`src/rtl/binary_counter_4_bit.sv`:
```
`default_nettype none
// ============================================================================
// Module      : binary_counter_4_bit
// Description : Free-running 4-bit binary counter for a board demo, shown on
//               a 4-digit common-anode 7-segment display.
//               - A tick prescaler divides clk into the count increment.
//               - A scan prescaler time-multiplexes the four digits.
//               - Default (bit mode): digit i shows count[i] as '0' or '1';
//                 digit 0 (rightmost) is the LSB.
//               - HEX_DISPLAY_EN defined (hex mode): digit 0 shows the count
//                 as a hex glyph and digits 1-3 are blank. Anode scanning is
//                 the same in both modes.
// Parameters  : TICK_DIV - clk cycles per count increment (>= 1)
//               SCAN_DIV - clk cycles per digit-scan step  (>= 1)
// Ports       : clk     in   1  system clock, rising edge
//               switch  in   1  asynchronous active-high reset
//               anode   out  4  digit enables, active-low, one-hot-low
//               cathode out  8  segments, active-low, {dp,g,f,e,d,c,b,a}
// Revision    : 1.0 - initial release
// ============================================================================
module binary_counter_4_bit #(
    parameter int TICK_DIV = 100_000_000,
    parameter int SCAN_DIV = 100_000
) (
    input  logic       clk,
    input  logic       switch,
    output logic [3:0] anode,
    output logic [7:0] cathode
);

    // A divider of 1 still needs a 1-bit register; it simply wraps every edge.
    localparam int c_TICK_W = (TICK_DIV > 1) ? $clog2(TICK_DIV) : 1;
    localparam int c_SCAN_W = (SCAN_DIV > 1) ? $clog2(SCAN_DIV) : 1;

    localparam logic [c_TICK_W-1:0] c_TICK_LAST = c_TICK_W'(TICK_DIV - 1);
    localparam logic [c_SCAN_W-1:0] c_SCAN_LAST = c_SCAN_W'(SCAN_DIV - 1);

    // Active-low segment patterns, dp off.
    localparam logic [7:0] c_SEG_ZERO  = 8'hC0;
    localparam logic [7:0] c_SEG_ONE   = 8'hF9;
    localparam logic [7:0] c_SEG_BLANK = 8'hFF;

    logic [c_TICK_W-1:0] r_tick_cnt;
    logic [c_SCAN_W-1:0] r_scan_cnt;
    logic [3:0]          r_count;
    logic [1:0]          r_scan_idx;

    logic w_tick_wrap;
    logic w_scan_wrap;

    assign w_tick_wrap = (r_tick_cnt == c_TICK_LAST);
    assign w_scan_wrap = (r_scan_cnt == c_SCAN_LAST);

    // Count path: the count steps on the same edge the prescaler wraps, so the
    // first increment lands on the TICK_DIV-th edge after reset release.
    always_ff @(posedge clk or posedge switch) begin
        if (switch) begin
            r_tick_cnt <= '0;
            r_count    <= 4'd0;
        end else if (w_tick_wrap) begin
            r_tick_cnt <= '0;
            r_count    <= r_count + 4'd1;   // 4'hF rolls to 4'h0 silently
        end else begin
            r_tick_cnt <= r_tick_cnt + c_TICK_W'(1);
        end
    end

    // Scan path runs independently of the count path.
    always_ff @(posedge clk or posedge switch) begin
        if (switch) begin
            r_scan_cnt <= '0;
            r_scan_idx <= 2'd0;
        end else if (w_scan_wrap) begin
            r_scan_cnt <= '0;
            r_scan_idx <= r_scan_idx + 2'd1;
        end else begin
            r_scan_cnt <= r_scan_cnt + c_SCAN_W'(1);
        end
    end

    // Digit select: exactly one anode low for every scan index.
    always_comb begin
        anode = 4'b1110;
        case (r_scan_idx)
            2'd0:    anode = 4'b1110;
            2'd1:    anode = 4'b1101;
            2'd2:    anode = 4'b1011;
            default: anode = 4'b0111;
        endcase
    end

`ifdef HEX_DISPLAY_EN
    logic [7:0] w_glyph;

    always_comb begin
        w_glyph = c_SEG_ZERO;
        case (r_count)
            4'h0:    w_glyph = 8'hC0;
            4'h1:    w_glyph = 8'hF9;
            4'h2:    w_glyph = 8'hA4;
            4'h3:    w_glyph = 8'hB0;
            4'h4:    w_glyph = 8'h99;
            4'h5:    w_glyph = 8'h92;
            4'h6:    w_glyph = 8'h82;
            4'h7:    w_glyph = 8'hF8;
            4'h8:    w_glyph = 8'h80;
            4'h9:    w_glyph = 8'h90;
            4'hA:    w_glyph = 8'h88;
            4'hB:    w_glyph = 8'h83;
            4'hC:    w_glyph = 8'hC6;
            4'hD:    w_glyph = 8'hA1;
            4'hE:    w_glyph = 8'h86;
            default: w_glyph = 8'h8E;
        endcase
    end

    // Only the rightmost digit carries the value; the rest stay dark.
    always_comb begin
        cathode = c_SEG_BLANK;
        if (r_scan_idx == 2'd0) begin
            cathode = w_glyph;
        end
    end
`else
    // Each digit shows the count bit matching its position.
    always_comb begin
        cathode = c_SEG_ZERO;
        if (r_count[r_scan_idx]) begin
            cathode = c_SEG_ONE;
        end
    end
`endif

endmodule
`default_nettype wire

```
`config.mk`:
```
export PLATFORM = sky130hd
export DESIGN_NAME = binary_counter_4_bit
export DESIGN_NICKNAME = d
export VERILOG_FILES = /design/src/rtl/binary_counter_4_bit.sv
export SDC_FILE = /design/constraint.sdc
export NUM_CORES = 1
export LEC_CHECK = 0
export CORE_MARGIN = 2
export CORE_UTILIZATION = 45
export CTS_CLUSTER_DIAMETER = 80
export DETAILED_ROUTE_END_ITERATION = 7
export PLACE_DENSITY = 0.69
export SKIP_LAST_GASP = 1
export SYNTH_ARGS = -nofsm -noshare
export SYNTH_HDL_FRONTEND = slang
export SYNTH_SLANG_ARGS = --single-unit
```
`constraint.sdc`:
```
create_clock -name clk -period 1.8 [get_ports clk]
set_input_delay 0.36 -clock clk [delete_from_list [all_inputs] [get_ports clk]]
set_output_delay 0.36 -clock clk [all_outputs]
set_load 0.02 [all_outputs]
```
==> metrics.txt <==
# TYPE chip_impl_metric gauge
chip_impl_metric{name="area_inside_the_core_boundary",unit="sq um"} 5510
chip_impl_metric{name="place.gp.congestion",unit=""} 0.873
chip_impl_metric{name="die_width",unit="microns"} 79.4
chip_impl_metric{name="layout_setup_ws",unit="ns"} 0.0276
chip_impl_metric{name="place.detailed.hpwl",unit="microns"} 3510
chip_impl_metric{name="postCtsHoldBufs",unit=""} 0
chip_impl_info{name="hold_path_class",value="in2async"} 1
chip_impl_metric{name="drtIter0Drc",unit=""} 102
chip_impl_metric{name="clock_insertion_delay_worst_skew",unit="ns"} 0.30
chip_impl_metric{name="multiInputGateArea",unit="sq um"} 1250
chip_impl_metric{name="synth.avg_cell_area",unit="sq um"} 10.1
chip_impl_metric{name="cts-htree-levels",unit=""} 2
chip_impl_metric{name="routed_wire_length_per_instance",unit="microns"} 13.4
chip_impl_metric{name="required",unit="ns"} 2.03
chip_impl_info{name="worstPathCellList",value="ha_2, nand4_1, or4_4, or4_1, a21oi_1"} 1
chip_impl_metric{name="number_of_enable_type_register_cells_in_the_synthesized_netlist",unit=""} 0
chip_impl_info{name="setup.worst_path.end_class",value="register"} 1
chip_impl_metric{name="synthCells",unit=""} 254
chip_impl_info{name="ctsRootBufferMaster",value="sky130_fd_sc_hd__clkbuf_8"} 1
chip_impl_metric{name="syn2layout_area_growth",unit="%"} 21.6
chip_impl_metric{name="grt_start_max_net_pins",unit=""} 51
chip_impl_metric{name="post-route-min-period",unit="ns"} 1.77
chip_impl_metric{name="routed-via-count",unit=""} 1917
chip_impl_metric{name="max_clock_freq",unit="MHz"} 564
chip_impl_metric{name="first_pass_grt_wire_length",unit="microns"} 8450
chip_impl_metric{name="cp_slowest_stage_delay",unit="ns"} 0.48
chip_impl_metric{name="floorplan.initialDensity",unit=""} 0.465
chip_impl_info{name="yosysMostFrequentCell",value="sky130_fd_sc_hd__dfrtp_1"} 1
chip_impl_metric{name="place_worst_setup_slack",unit="ns"} -0.0918
chip_impl_metric{name="top_level_ports",unit=""} 14
chip_impl_metric{name="critical_path_cell_count",unit=""} 5
chip_impl_metric{name="antenna_found_initial",unit=""} 0
chip_impl_info{name="worst-setup-path-type",value="reg2reg"} 1
chip_impl_metric{name="final.period_utilization",unit=""} 0.985
chip_impl_metric{name="floorplan.die_area",unit="sq um"} 6310
chip_impl_metric{name="cp.arrival",unit="ns"} 2.00
chip_impl_info{name="critical_path.startpoint_type",value="register"} 1
chip_impl_metric{name="worst_r2r_path_depth",unit=""} 5
chip_impl_info{name="yosys.area.top_type",value="sky130_fd_sc_hd__dfrtp_1"} 1
chip_impl_metric{name="syn_std_cell_area",unit="sq um"} 2560
chip_impl_metric{name="n_antenna_cell",unit=""} 0
chip_impl_metric{name="clock-skew-final",unit="ns"} 0.00480
chip_impl_metric{name="cts_inserted_buffers",unit=""} 5
chip_impl_metric{name="port_buffers",unit=""} 9
chip_impl_metric{name="nets",unit=""} 310
chip_impl_metric{name="ys_async_sr_fraction",unit=""} 1.00
chip_impl_metric{name="overflow",unit=""} 0
chip_impl_metric{name="ys_seq_area_frac",unit=""} 0.489
chip_impl_metric{name="fillCellCount",unit=""} 472
chip_impl_metric{name="top_fanout_value_on_the_critical_path",unit=""} 9
chip_impl_info{name="synth_ff_type",value="sky130_fd_sc_hd__dfrtp_1"} 1
chip_impl_metric{name="detail_route.vias_per_cell",unit=""} 5.14
chip_impl_info{name="run_status",value="complete, no violations"} 1
chip_impl_metric{name="total_power_per_unit_cell_area",unit="nW/um^2"} 572
chip_impl_metric{name="clk_transition_reported_paths",unit="ns"} 0.09
chip_impl_metric{name="cts_num_sinks",unit=""} 50
chip_impl_metric{name="drt.antenna.violating_nets",unit=""} 0
chip_impl_metric{name="drc",unit=""} 0
chip_impl_info{name="critical-path-top-delay-family",value="simple AND/OR/NAND/NOR gates"} 1
chip_impl_info{name="critical_path.slowest_cell",value="sky130_fd_sc_hd__or4_4"} 1
chip_impl_metric{name="stdcell_area",unit="sq um"} 3120
chip_impl_metric{name="final_max_slew_viol_count",unit=""} 0
chip_impl_metric{name="setup_total_negative_slack",unit="ns"} 0
chip_impl_metric{name="max-vdd-ir-drop",unit="mV"} 0.501
chip_impl_metric{name="setup_viol",unit=""} 0
chip_impl_metric{name="netlist.area_leader.share",unit=""} 0.489
chip_impl_metric{name="ctsLongestPathBuffers",unit=""} 2
chip_impl_metric{name="timing_hold_violations_final",unit=""} 0
chip_impl_metric{name="first_global_vias",unit=""} 1854
chip_impl_metric{name="cap_violations",unit=""} 0
chip_impl_metric{name="p_leak",unit="nW"} 1.48
chip_impl_metric{name="netlist_cell_types",unit=""} 39
chip_impl_metric{name="dr.pass1.iters",unit=""} 4
chip_impl_metric{name="globalRouteTotalUtil",unit=""} 0.170
chip_impl_metric{name="die_h",unit="microns"} 79.4
chip_impl_info{name="synthTopCellsByArea",value="sky130_fd_sc_hd__dfrtp_1 (49%), sky130_fd_sc_hd__xnor2_1 (5.8%), sky130_fd_sc_hd__xor2_1 (4.8%)"} 1
chip_impl_metric{name="num_rows",unit=""} 27
chip_impl_metric{name="drt-total-wl",unit="microns"} 5010
chip_impl_metric{name="path_buf_inv",unit=""} 0
chip_impl_info{name="cts_tree",value="yes"} 1
chip_impl_metric{name="register_area",unit="sq um"} 1250
chip_impl_metric{name="yosysWarningCount",unit=""} 0
chip_impl_metric{name="drive_above_1_share",unit=""} 0.243
chip_impl_info{name="synth_top_cells_by_count",value="sky130_fd_sc_hd__dfrtp_1 (50), sky130_fd_sc_hd__nor2_1 (19), sky130_fd_sc_hd__nand2_1 (18)"} 1
chip_impl_metric{name="synth_seq_cells",unit=""} 50
chip_impl_metric{name="placement.cell_area",unit="sq um"} 2970
chip_impl_info{name="setup_repair_after_global_routing_missed_its_margin",value="yes"} 1
state kept, by name, summed over array words and instances (netlist names):
name        flops
r_scan_idx      2
r_tick_cnt     27
r_count         4
r_scan_cnt     17
tightest hold or removal path, cell delays in order:
cell and delay [ns]:
sky130_fd_sc_hd__clkdlybuf4s50_1 0.41, sky130_fd_sc_hd__inv_2 0.07, sky130_fd_sc_hd__buf_12 0.26
cell type report:
cell class                 count  share of cell area
timing repair buffer          50               0.127
multi-input combinational    182               0.402
clock buffer                   5              0.0221
sequential                    50               0.402
clock inverter                 2             0.00321
inverter                      12              0.0145
tap                           72              0.0289
metrics by stage:
step	cells	hold WS, ns	util	total power [mW]
final	373	0.409	0.566	1.78
after global routing	373	0.445	0.566	1.86
after CTS	368	0.413	0.554	1.80
after detailed placement	360	0.483	0.540	1.18
after global placement	360	0.482	0.540	1.18
after floorplan	256	0.440	-	1.17
worst paths after layout:
check / start / end / slack, ns
hold reg to reg: r_scan_cnt[0]$_DFF_PP0_ / r_scan_cnt[0]$_DFF_PP0_ / 0.49
min in group clk: r_scan_cnt[0]$_DFF_PP0_ / r_scan_cnt[0]$_DFF_PP0_ / 0.49
setup reg to reg: r_tick_cnt[0]$_DFF_PP0_ / r_tick_cnt[26]$_DFF_PP0_ / 0.03
hold / removal: switch / r_scan_cnt[16]$_DFF_PP0_ / 0.41
setup / recovery: r_tick_cnt[0]$_DFF_PP0_ / r_tick_cnt[26]$_DFF_PP0_ / 0.03
max in group asynchronous: switch / r_tick_cnt[2]$_DFF_PP0_ / 1.16
per-layer routing:
metal	vias to the layer above	track usage	routed length, microns
li1	981	-	-
met1	913	0.227	2420
met2	18	0.273	2420
met3	5	0.0305	108
met4	0	0.0672	58
met5	-	0	0
report_power, final:
part           internal, mW  leakage (nW)  switching (mW)
sequential             1.12         0.667               0
clock                 0.262        0.0438           0.361
combinational       0.00673         0.767          0.0294
total                  1.39          1.48           0.391
timing repair:
item,in CTS,in global routing
pin swaps,2,2
setup endpoints to repair,16,24
buffers inserted,1,4
cloned,0,1
gates resized for setup,22,15
placed cells by master, fill, tap and decap left out, drive strengths merged, types with 2 or more instances in the layout:
master	synthesis	final
inv	12	12
nor2	19	19
o31ai	4	4
and4	5	5
nand3	17	17
nor2b	2	2
or4b	3	3
clkdlybuf4s15	0	2
conb	2	4
nand2	18	18
or4	5	5
and3	10	10
clkinv	0	2
buf	12	44
a21oi	11	11
nand4	11	11
xor2	14	14
or3	5	5
nor3	5	5
nand4b	2	2
dfrtp	50	50
clkbuf	0	8
nor4	5	5
xnor2	17	17
ha	7	7
o21ai	6	6
kinds of logic (layout without fill, tap and decap cells):
| group | count (synthesis) | in the layout | share of synthesized area |
|---|---|---|---|
| AO/OA/AOI/OAI | 27 | 27 | 0.0645 |
| multiplexers | 2 | 2 | 0.0132 |
| buffers and inverters | 24 | 69 | 0.0479 |
| XOR/XNOR | 31 | 31 | 0.106 |
| AND/OR/NAND/NOR | 111 | 111 | 0.243 |
| flip-flops | 50 | 50 | 0.489 |
| other | 2 | 4 | 0.00293 |
| adder cells (fa/ha/maj) | 7 | 7 | 0.0342 |
Note: power is estimated with default switching activity, not from simulation.
